[src/rtl/seg_scan_decoder.sv]
// Receiver for a multiplexed 6-digit active-low 7-segment bus: debounces each
// scan slot, rebuilds the digit codes and dots, and converts the frame to binary.
module seg_scan_decoder #(
  parameter int unsigned STABLE_CYCLES = 4,
  parameter int unsigned TIMEOUT       = 500_000
) (
  input  logic        clk,
  input  logic        rst,
  input  logic [5:0]  seg_sel,
  input  logic [7:0]  seg_led,
  output logic [23:0] digits,
  output logic [5:0]  points,
  output logic [19:0] value,
  output logic        neg,
  output logic        frame_valid,
  output logic        frame_err,
  output logic        disp_off,
  output logic        sel_err
);

  localparam int unsigned TW = $clog2(TIMEOUT + 1);

  typedef enum logic [1:0] {CAPTURE, CONVERT, DONE} state_t;

  state_t            state, state_next;
  logic [5:0]        sel_q;
  logic [7:0]        led_q;
  logic [13:0]       prev_q;
  logic [3:0]        stab_cnt;
  logic [5:0]        seen;
  logic [5:0][3:0]   code_buf, snap_code;
  logic [5:0]        pt_buf, snap_pt;
  logic [19:0]       acc;
  logic [2:0]        idx;
  logic [TW-1:0]     tcnt;

  logic       same, stable, sel_onehot, sel_idle, accept, tmo_hit;
  logic [5:0] accept_mask;
  logic       snap_en, conv_en, done_en;
  logic       snap_neg, snap_bad;

  function automatic logic [3:0] decode(input logic [6:0] p);
    case (p)
      7'b1000000: decode = 4'd0;
      7'b1111001: decode = 4'd1;
      7'b0100100: decode = 4'd2;
      7'b0110000: decode = 4'd3;
      7'b0011001: decode = 4'd4;
      7'b0010010: decode = 4'd5;
      7'b0000010: decode = 4'd6;
      7'b1111000: decode = 4'd7;
      7'b0000000: decode = 4'd8;
      7'b0010000: decode = 4'd9;
      7'b0111111: decode = 4'd11;
      7'b1111111: decode = 4'd15;
      default:    decode = 4'd14;
    endcase
  endfunction

  function automatic logic [19:0] dv(input logic [3:0] c);
    dv = (c <= 4'd9) ? {16'd0, c} : '0;
  endfunction

  // The event fires on the edge where the count would reach STABLE_CYCLES-1,
  // so the data acted upon is the sample that completed the stable run.
  assign same        = ({sel_q, led_q} == prev_q);
  assign stable      = same && (stab_cnt == 4'(STABLE_CYCLES - 2));
  assign sel_idle    = (sel_q == '1);
  assign sel_onehot  = ($countones(~sel_q) == 1);
  assign accept      = stable && sel_onehot;
  assign accept_mask = accept ? ~sel_q : '0;
  assign tmo_hit     = !accept && (tcnt == TW'(TIMEOUT - 1));

  always_comb begin
    snap_neg = 1'b0;
    snap_bad = 1'b0;
    for (int unsigned i = 0; i < 6; i++) begin
      if (snap_code[i] == 4'd11) snap_neg = 1'b1;
      if (snap_code[i] == 4'd14) snap_bad = 1'b1;
    end
  end

  always_ff @(posedge clk) begin
    if (rst) state <= CAPTURE;
    else     state <= state_next;
  end

  always_comb begin
    state_next = state;
    snap_en    = 1'b0;
    conv_en    = 1'b0;
    done_en    = 1'b0;
    case (state)
      CAPTURE: if (seen == '1) begin
        snap_en    = 1'b1;
        state_next = CONVERT;
      end
      CONVERT: begin
        conv_en = 1'b1;
        if (idx == 3'd0) state_next = DONE;
      end
      DONE: begin
        done_en    = 1'b1;
        state_next = CAPTURE;
      end
      default: state_next = CAPTURE;
    endcase
  end

  always_ff @(posedge clk) begin
    if (rst) begin
      sel_q       <= '1;
      led_q       <= '1;
      prev_q      <= '1;
      stab_cnt    <= '0;
      seen        <= '0;
      code_buf    <= '1;
      pt_buf      <= '0;
      snap_code   <= '1;
      snap_pt     <= '0;
      acc         <= '0;
      idx         <= '0;
      tcnt        <= '0;
      digits      <= 24'hFFFFFF;
      points      <= '0;
      value       <= '0;
      neg         <= 1'b0;
      frame_valid <= 1'b0;
      frame_err   <= 1'b0;
      disp_off    <= 1'b0;
      sel_err     <= 1'b0;
    end else begin
      sel_q  <= seg_sel;
      led_q  <= seg_led;
      prev_q <= {sel_q, led_q};
      if (!same)                 stab_cnt <= '0;
      else if (stab_cnt != '1)   stab_cnt <= stab_cnt + 4'd1;

      sel_err <= stable && !sel_onehot && !sel_idle;

      for (int unsigned i = 0; i < 6; i++) begin
        if (accept_mask[i]) begin
          code_buf[i] <= decode(led_q[6:0]);
          pt_buf[i]   <= ~led_q[7];
        end
      end
      // A digit accepted on the snapshot edge survives into the fresh mask.
      seen <= ((snap_en || tmo_hit) ? 6'b0 : seen) | accept_mask;

      if (accept)                           tcnt <= '0;
      else if (tcnt != TW'(TIMEOUT - 1))    tcnt <= tcnt + 1'b1;
      if (accept)       disp_off <= 1'b0;
      else if (tmo_hit) disp_off <= 1'b1;

      if (snap_en) begin
        snap_code <= code_buf;
        snap_pt   <= pt_buf;
        acc       <= '0;
        idx       <= 3'd5;
      end else if (conv_en) begin
        acc <= (acc << 3) + (acc << 1) + dv(snap_code[idx]);
        idx <= idx - 3'd1;
      end

      frame_valid <= done_en;
      if (done_en) begin
        digits    <= snap_code;
        points    <= snap_pt;
        value     <= acc;
        neg       <= snap_neg;
        frame_err <= snap_bad;
      end
    end
  end

endmodule

[config.mk]
export PLATFORM = sky130hd
export DESIGN_NAME = seg_scan_decoder
export DESIGN_NICKNAME = d
export VERILOG_FILES = /design/src/rtl/seg_scan_decoder.sv
export SDC_FILE = /design/constraint.sdc
export NUM_CORES = 1
export LEC_CHECK = 0
export ABC_AREA = 1
export CORE_MARGIN = 2
export CORE_UTILIZATION = 55
export CTS_BUF_LIST = sky130_fd_sc_hd__clkbuf_8
export DETAILED_ROUTE_END_ITERATION = 10
export PLACE_DENSITY = 0.76
export SLEW_MARGIN = 15
export SYNTH_ARGS = -nofsm -noshare
export SYNTH_HDL_FRONTEND = slang
export SYNTH_SLANG_ARGS = --single-unit
[constraint.sdc]
create_clock -name clk -period 9 [get_ports clk]
set_input_delay 0.9 -clock clk [delete_from_list [all_inputs] [get_ports clk]]
set_output_delay 0.9 -clock clk [all_outputs]
set_load 0.01 [all_outputs]
Yosys cells after proc, flatten, opt, wreduce, memory -nomap -nowiden
Cells that the tools add are included.

word-level totals
  register bits = 197
  input bits = 16

operators by class
  order comparisons = 2
  muxes and demuxes = 27
  reductions and logical operators = 17
  bitwise operators = 4
  add/subtract/negate cells = 10
  eq/ne operators = 35

operators by type and width
  cell                                            count
  == test 4 bit (second input constant)           12
  case mux 4 bit (12 select lines)                1
  == test 7 bit (second input constant)           4
  == test 7 x 5 -> 1 bit (second input constant)  3
  == test 7 x 6 -> 1 bit (second input constant)  3
  adder 20 bit                                    1
  adder 20 x 4 -> 20 bit                          1
  adder 19 x 1 -> 19 bit (second input constant)  1
  == test 19 bit (second input constant)          1
  inequality test 19 bit (second input constant)  1
  two-way mux 1 bit                               16
  == test 14 bit                                  1
  binary-select mux 4 bit (select 3 bit)          1
  == test 6 bit (second input constant)           2
  two-way mux 6 bit                               2
  two-way mux 4 bit                               2
  == test 7 x 2 -> 1 bit (second input constant)  1
  zero test 7 bit                                 1
  adder 1 x 1 -> 2 bit                            3
  two-way mux 3 bit                               2
  inverter 6 bit                                  1
  bitwise OR 6 bit                                1
  OR reduction 2 bit                              3
  logical AND 1 bit                               5
  other kinds (21)                                26

Longest topological paths before layout
Gate-level depths: netlist of run 1.

  word-level depth = 11
  depth in mapped cells = 24

Least setup slack after synthesis of run 1
No wires, ideal clock.

  kind = flip-flop to flip-flop
  start = register sel_q[0]
  end = register pt_buf[0]
  slack = 5.750 ns
  arrival = 3.137 ns
  path buffers = 0
  library setup time = 0.113 ns
  stages on the path, launching flop included = 12
  path through = dfxtp_1 inv_1 fa_1 fa_1 ha_1 fa_1 nor3_1 nand4_4 nor2_4 inv_4 nor2_1 nor2_1

on the way
  word-level cells in the longest chain between the ends = 7
  elaborated cells between the ends (all ways) = 9
  those cells by class = add/sub: 3; eq/ne: 2; mux: 1; bitwise: 1; reduce/logical: 2

ends and longest elaborated chain
  item                                        line    source
  start, declared                             26      logic [5:0] sel_q;
  start signal, assigned                      133     sel_q <= seg_sel;
  inverter 6 bit                              69, 71
  adder 1 x 1 -> 2 bit (implied by the code)  69      assign sel_onehot = ($countones(~sel_q) == 1);
  adder 2 x 2 -> 3 bit (implied by the code)  69
  adder 3 x 2 -> 4 bit (implied by the code)  69
  == test 4 x 1 -> 1 bit                      69
  logical AND 1 bit                           70      assign accept = stable && sel_onehot;
  two-way mux 6 bit *                         71      assign accept_mask = accept ? ~sel_q : '0;
  end signal, assigned by index               144     pt_buf[i] <= ~led_q[7];
  end, declared                               32      logic [5:0] pt_buf, snap_pt;

Every way passes the cells marked *; elsewhere a longest branch is shown, timed or not.
A chain may end at the register's enable or synchronous reset.

Worst setup path in the final report of run 1
  start = register sel_q[0]
  end = register tcnt[5]

on the way
  word-level cells in the longest chain between the ends = 7
  elaborated cells between the ends (all ways) = 9
  those cells by class = add/sub: 3; eq/ne: 2; bitwise: 1; reduce/logical: 3

ends and longest elaborated chain
  item                                        line  source
  inverter 6 bit                              69
  adder 1 x 1 -> 2 bit (implied by the code)  69
  adder 2 x 2 -> 3 bit (implied by the code)  69
  adder 3 x 2 -> 4 bit (implied by the code)  69
  == test 4 x 1 -> 1 bit                      69
  logical AND 1 bit *                         70
  OR reduction 2 bit (no line) *              n/a
  end signal, assigned                        151   else if (tcnt != TW'(TIMEOUT - 1)) tcnt <= tcnt + 1'b1;
  end, declared                               35    logic [TW-1:0] tcnt;

Marked as above.

==> flow_summary.ini, run 1 <==
[critical_path]
worstPathRequired_ns = 9.34
crit_arrival_ns = 4.03
worst-path-buf-inv = 1
cp_cell_sequence = inv_1 -> fa_1 -> fa_1 -> ha_1 -> fa_1 -> nor3_1 -> nand4_4 -> nand2_1 -> nor2_1
crit_path_end_kind = flip-flop
cp_slowest_stage_delay_ns = 0.60
critPathSlowestCell = nand2_1
cp_max_fo = 20
crit_family = adder cells
cp_common_cell = fa_1
worstSetupStartpointType = flip-flop
path_class = reg2reg

[detailed_routing]
drt_pass1_iterations = 5
detail-route-antenna-nets = 0
drt_iter0_markers = 702
drc_errors = 0
wl_per_cell_um = 13.3
wl_um = 19700
vias = 7782
vias_per_cell = 5.24

[timing]
relSlewSlack_pct = 37.2
setup_violations = 0
skew_ns = 0.0130
min_period_ns = 3.69
hold_viol_final = 0
final_max_slew_viol_count = 0
fin_crit_sh_pct = 41.0
grt_setup_unrepaired = no
clock.fmax_ghz = 0.271
setup_tns_ns = 0
tightestPinTransition_ns = 0.943

[synth]
synth.distinct_cells = 41
synthCells = 1198
synthXorXnorAreaFrac_pct = 2.05
synth-compound-area-share_pct = 13.0
yosys.area_share.adder_pct = 6.82
synth-edff-count = 0
muxShareOfSynthArea_pct = 0.111
synth_warnings = 0
synth-main-ff-cell = dfxtp_1
seq_area_frac_synth_pct = 43.9
synth_top_family_by_area = simple AND/OR/NAND/NOR gates
synth_simple_gate_area_share_pct = 26.3
syn_nets = 1260
synth_seq_cells = 197
syn_area_sq_um = 8990
syn_avg_cell_area_sq_um = 7.51
async_reset_ff_share_pct = 0

[die]
die_h_um = 132
io_pins = 71
die_w_um = 132
fp.dieArea_sq_um = 17400
coreArea_sq_um = 15900
core.rowCount = 46
initial_utilization_pct = 56.4

[placed_design]
dp_hpwl_um = 14300
gp_congestion = 0.924
portBuffers = 70
place_area_sq_um = 9860

[pwr]
leakage_nw = 4.82
ir_worst_vdd_mv = 0.0900
power_density_nw_per_um2 = 146

[flow_run]
max_cap_violations = 0

[clock_tree]
hold_buffers = 0
clkSinkCount = 197
post_cts_buffers = 0
clock_path_buffers = 2
clock_latency_ns = 0.47
cts_buffers = 17
cts_tree = yes
cts_htree_levels = 4
cts_resized = 0
cts-root-buf = clkbuf_8
cts.clk_slew.worst_paths_ns = 0.10

[global_route]
antenna_found_initial = 0
grt_max_degree = 99
grt_first_pass_wirelength_um = 33400
grt.total_usage_pct = 23.2
grt_overflow = 0
grt_pass1_vias = 7081

[final_layout]
fillers = 1446
layout-drive-gt1-share_pct = 7.26
area_delta_synth_final_pct = 14.0
nets = 1317
final_area_sq_um = 10300
multi_input_area_sq_um = 4350
diodes = 0
regArea_sq_um = 3940

[outcome]
status = finished clean

[hold_path]
hold_class = reg2reg
power breakdown:
group	internal (mW)	switching (mW)	total, mW	leakage (nW)
combinational	0.0225	0.0370	0.0595	3.03
clock	0.234	0.321	0.555	0.188
sequential	0.878	0.00810	0.886	1.60
total	1.13	0.366	1.50	4.82
path summary, 6_finish.rpt:
kind / start / endpoint / slack [ns] / depth (start not counted)
min reg2reg: acc[19] / value[19] / 0.46 / 2
max: sel_q[0] / tcnt[5] / 5.31 / 9
min: acc[19] / value[19] / 0.46 / 2
max reg2reg: sel_q[0] / tcnt[5] / 5.31 / 9
sequential cells by signal, indices dropped and copies added (netlist names):
name and cells:
snap_pt 6, stab_cnt 4, state 2, code_buf 24, prev_q 14, seen 6
digits 24, neg 1, frame_err 1, pt_buf 6, acc 20, idx 3
frame_valid 1, sel_err 1, points 6, led_q 8, value 20, tcnt 19
disp_off 1, snap_code 24, sel_q 6
cell type report:
class | instances | area share [%]
clock inverters | 14 | 1.39
clock buffers | 18 | 2.42
inverters | 145 | 5.45
multi-input cells | 818 | 42.4
flip-flops and latches | 197 | 38.5
well taps | 216 | 2.64
repair buffers | 76 | 7.27
logic make-up after synthesis:
family	Yosys count
xor+xnor	21
simple gates	547
mux	1
compound gates	203
flops	197
fa+ha+maj	46
buf+inv	183
per-layer routing:
layer | share of wire, % | up-vias | wire length [um] | track usage [%]
li1 | - | 4015 | - | -
met1 | 47 | 3548 | 9240 | 31.1
met2 | 48 | 193 | 9390 | 38.2
met3 | 4.3 | 26 | 847 | 4.27
met4 | 1.3 | 0 | 260 | 7.19
met5 | 0 | - | 0 | 0
metrics by stage:
stage / power, mW / setup slack [ns] / utilization (%) / std cells / hold WS (ns)
after global routing: 1.56 / 4.93 / 64.3 / 1484 / 0.479
after global placement: 0.964 / 5.36 / 61.9 / 1452 / 0.439
after detailed placement: 0.966 / 5.26 / 61.9 / 1452 / 0.443
after CTS: 1.52 / 5.27 / 64.3 / 1484 / 0.463
after floorplan: 0.947 / 5.75 / - / 1198 / 0.425
final: 1.50 / 5.31 / 64.3 / 1484 / 0.462
cells in the final DEF (no fill, tap or decap), drive strengths merged, types with 6 or more instances in the layout:
| cell type | n |
|---|---|
| a21oi | 88 |
| buf | 6 |
| clkbuf | 18 |
| clkdlybuf4s50 | 70 |
| dfxtp | 197 |
| ha | 41 |
| inv | 149 |
| nand2 | 246 |
| nand3 | 72 |
| nand4 | 24 |
| nor2 | 162 |
| nor3 | 19 |
| o211ai | 26 |
| o21ai | 67 |
| or2 | 16 |
| xnor2 | 12 |
| xor2 | 9 |
worst reg2reg max path, delay by kind of cell, from the launching register on:
kind                       cells  cell delay (ns)
adders and majority gates      4             1.60
buffers and inverters          1             0.11
DFF                            1             0.44
and+or+nand+nor                4             1.42
synth_stat cells (16+ instances only):
cell type / number / area (sq um)
clkbuf_1: 34 / 128
nand2_1: 244 / 916
or2_2: 16 / 100
inv_1: 128 / 480
nand3_1: 72 / 360
dfxtp_1: 197 / 3940
nor3_1: 19 / 95.1
ha_1: 41 / 513
a21oi_1: 82 / 410
nor2_1: 151 / 567
o21ai_0: 61 / 305
nand4_1: 23 / 144
o211ai_1: 26 / 195
(Power assumes the default switching activity.)
==> run 2: changes to the inputs <==
--- a/config.mk
+++ b/config.mk
@@ -10,7 +10,7 @@
 export CORE_UTILIZATION = 55
 export CTS_BUF_LIST = sky130_fd_sc_hd__clkbuf_8
 export DETAILED_ROUTE_END_ITERATION = 10
-export PLACE_DENSITY = 0.76
+export PLACE_DENSITY = 0.79
 export SLEW_MARGIN = 15
 export SYNTH_ARGS = -nofsm -noshare
 export SYNTH_HDL_FRONTEND = slang
==> constraint.sdc (replaced) <==
create_clock -name clk -period 3.2 [get_ports clk]
set_input_delay 0.32 -clock clk [delete_from_list [all_inputs] [get_ports clk]]
set_output_delay 0.32 -clock clk [all_outputs]
set_load 0.01 [all_outputs]
==> run 2 against run 1 <==
Via count up 3.9%. Largest power group unchanged. Clock power grew to 2.9 times the previous value. Critical path type unchanged. Wire length is 6.6% higher. Clock-buffer cell count is 1 higher. Fmax increased by 20%. Global-route usage rose by 0.97 points. Flip-flop and latch count did not move. Worst hold slack worse by 0.056 ns. Sequential share of layout area down 1.1 points. Critical endpoint is now acc[17]. Final cell count is 1.7% higher. Combinational power increased to 3.3 times the previous value.
==> flow_summary.ini, run 2 (synthesis results as in run 1) <==
[timing]
tightestPinTransition_ns = 0.769
setup_tns_ns = 0
fin_crit_sh_pct = 95.8
worst_slack_ns = 0.134
hold_viol_final = 0
finalHoldWorstSlack_ns = 0.406
clock.fmax_ghz = 0.326
min_period_ns = 3.07
setup_violations = 0
skew_ns = 0.00996
grt_setup_unrepaired = yes
final_max_slew_viol_count = 0
relSlewSlack_pct = 48.3

[clock_tree]
clkSinkCount = 197
clock_latency_ns = 0.47
cts.clk_slew.worst_paths_ns = 0.10
cts-root-buf = clkbuf_8
cts_htree_levels = 4
cts_tree = yes
hold_buffers = 0
cts_buffers = 17
clock_path_buffers = 2

[die]
die_h_um = 132
coreArea_sq_um = 15900
initial_utilization_pct = 56.4
io_pins = 71
core.rowCount = 46
die_w_um = 132
fp.dieArea_sq_um = 17400

[global_route]
grt_pass1_vias = 7225
antenna_found_initial = 0
grt_max_degree = 71
grt_first_pass_wirelength_um = 34900
grt.total_usage_pct = 24.2
grt_overflow = 0

[pwr]
power_density_nw_per_um2 = 408
p_total_mw = 4.31
ir_worst_vdd_mv = 0.219
leakage_nw = 4.99

[detailed_routing]
wl_um = 21000
drt_iter0_markers = 786
vias_per_cell = 5.36
drc_errors = 0
drt_pass1_iterations = 6
detail-route-antenna-nets = 0
wl_per_cell_um = 13.9
vias = 8082

[placed_design]
placed_cells = 1472
gp_congestion = 0.963
dp_hpwl_um = 15400
portBuffers = 70
dp_slack_ns = -0.00812

[final_layout]
diodes = 0
nets = 1342
layout-drive-gt1-share_pct = 10.5
final_common_cell = nand2_1
final_cell_mix = 236 x nand2_1, 195 x dfxtp_1, 150 x nor2_1
fillers = 1403
area_delta_synth_final_pct = 17.4
top_regs = code_buf (24), digits (24), snap_code (24)
final-instance-count-excl-fill = 1509

[critical_path]
regToRegSetupSlack_ns = 0.13
worstPathRequired_ns = 3.57
path_class = reg2reg
r2r.worst_path.cells = 20
r2r_start = idx[0]
reg2reg_to = acc[17]
worstSetupStartpointType = flip-flop
cp_max_fo = 6
crit_arrival_ns = 3.44
crit_path_end_kind = flip-flop

[outcome]
status = finished clean

[hold_path]
worstHoldStart = seg_led[1]
hold_class = in2reg
hold_depth = 2
min_to = led_q[1]

[flow_run]
max_cap_violations = 0
run 2: what timing repair did:
action | CTS | global route
gates resized for setup | 4 | 26
pin swaps | 1 | 7
setup endpoints to repair | 28 | 45
setup buffers | 1 | 3
gates cloned | 0 | 1
run 2: through the flow:
step | instance area (sq um) | utilization, %
after floorplan | 9000 | -
after global placement | 10000 | 63.0
after detailed placement | 10000 | 63.0
after CTS | 10500 | 65.7
after global routing | 10600 | 66.3
final | 10600 | 66.3
run 2: how the worst max path moves through the flow:
stage                     slack [ns]  startpoint         to  depth (start not counted)
after floorplan                 0.04    sel_q[0]  pt_buf[0]                         11
after global placement          0.05    sel_q[0]  pt_buf[0]                         11
after detailed placement      -0.008    sel_q[0]  pt_buf[2]                         11
after CTS                      0.009      idx[0]    acc[18]                         22
after global routing           -0.04      idx[0]    acc[14]                         22
final                           0.13      idx[0]    acc[17]                         20
run 2: critical path: stages, from the launching register on:
cell	delay [ns]
dfxtp_4	0.39
buf_6	0.12
a21oi_1	0.07
o21ai_1	0.09
nand2_1	0.09
a21oi_2	0.18
nand2_1	0.08
nand2_1	0.09
nand2_2	0.07
fa_1	0.60
inv_1	0.06
ha_1	0.27
nand2_1	0.07
o21ai_2	0.14
nand3_1	0.13
nand2_2	0.12
nand3_1	0.10
nand3_1	0.11
nand3_1	0.08
nand2_1	0.07
inv_1	0.03
run 2: where the power goes:
| group | total [mW] | internal [mW] | leakage (nW) | switching, mW |
|---|---|---|---|---|
| Clock | 1.63 | 0.747 | 0.207 | 0.881 |
| Combinational | 0.194 | 0.0779 | 3.18 | 0.116 |
| Sequential | 2.49 | 2.47 | 1.60 | 0.0209 |
run 2: routing by layer:
metal  track usage [%]  vias up  share of wire (%)
li1                  -     4066                  -
met1              32.1     3735                 45
met2              40.7      248                 48
met3              3.96       33                5.1
met4              7.13        0                1.4
met5                 0        -                  0
run 2: cell type report:
| type | count | area, sq um | area share, % |
|---|---|---|---|
| multi-input cells | 818 | 4400 | 41.7 |
| flip-flops and latches | 197 | 3950 | 37.4 |
| repair buffers | 101 | 972 | 9.20 |
| inverters | 145 | 562 | 5.32 |
| well taps | 216 | 270 | 2.56 |
| clock buffers | 19 | 262 | 2.48 |
| clock inverters | 13 | 144 | 1.36 |
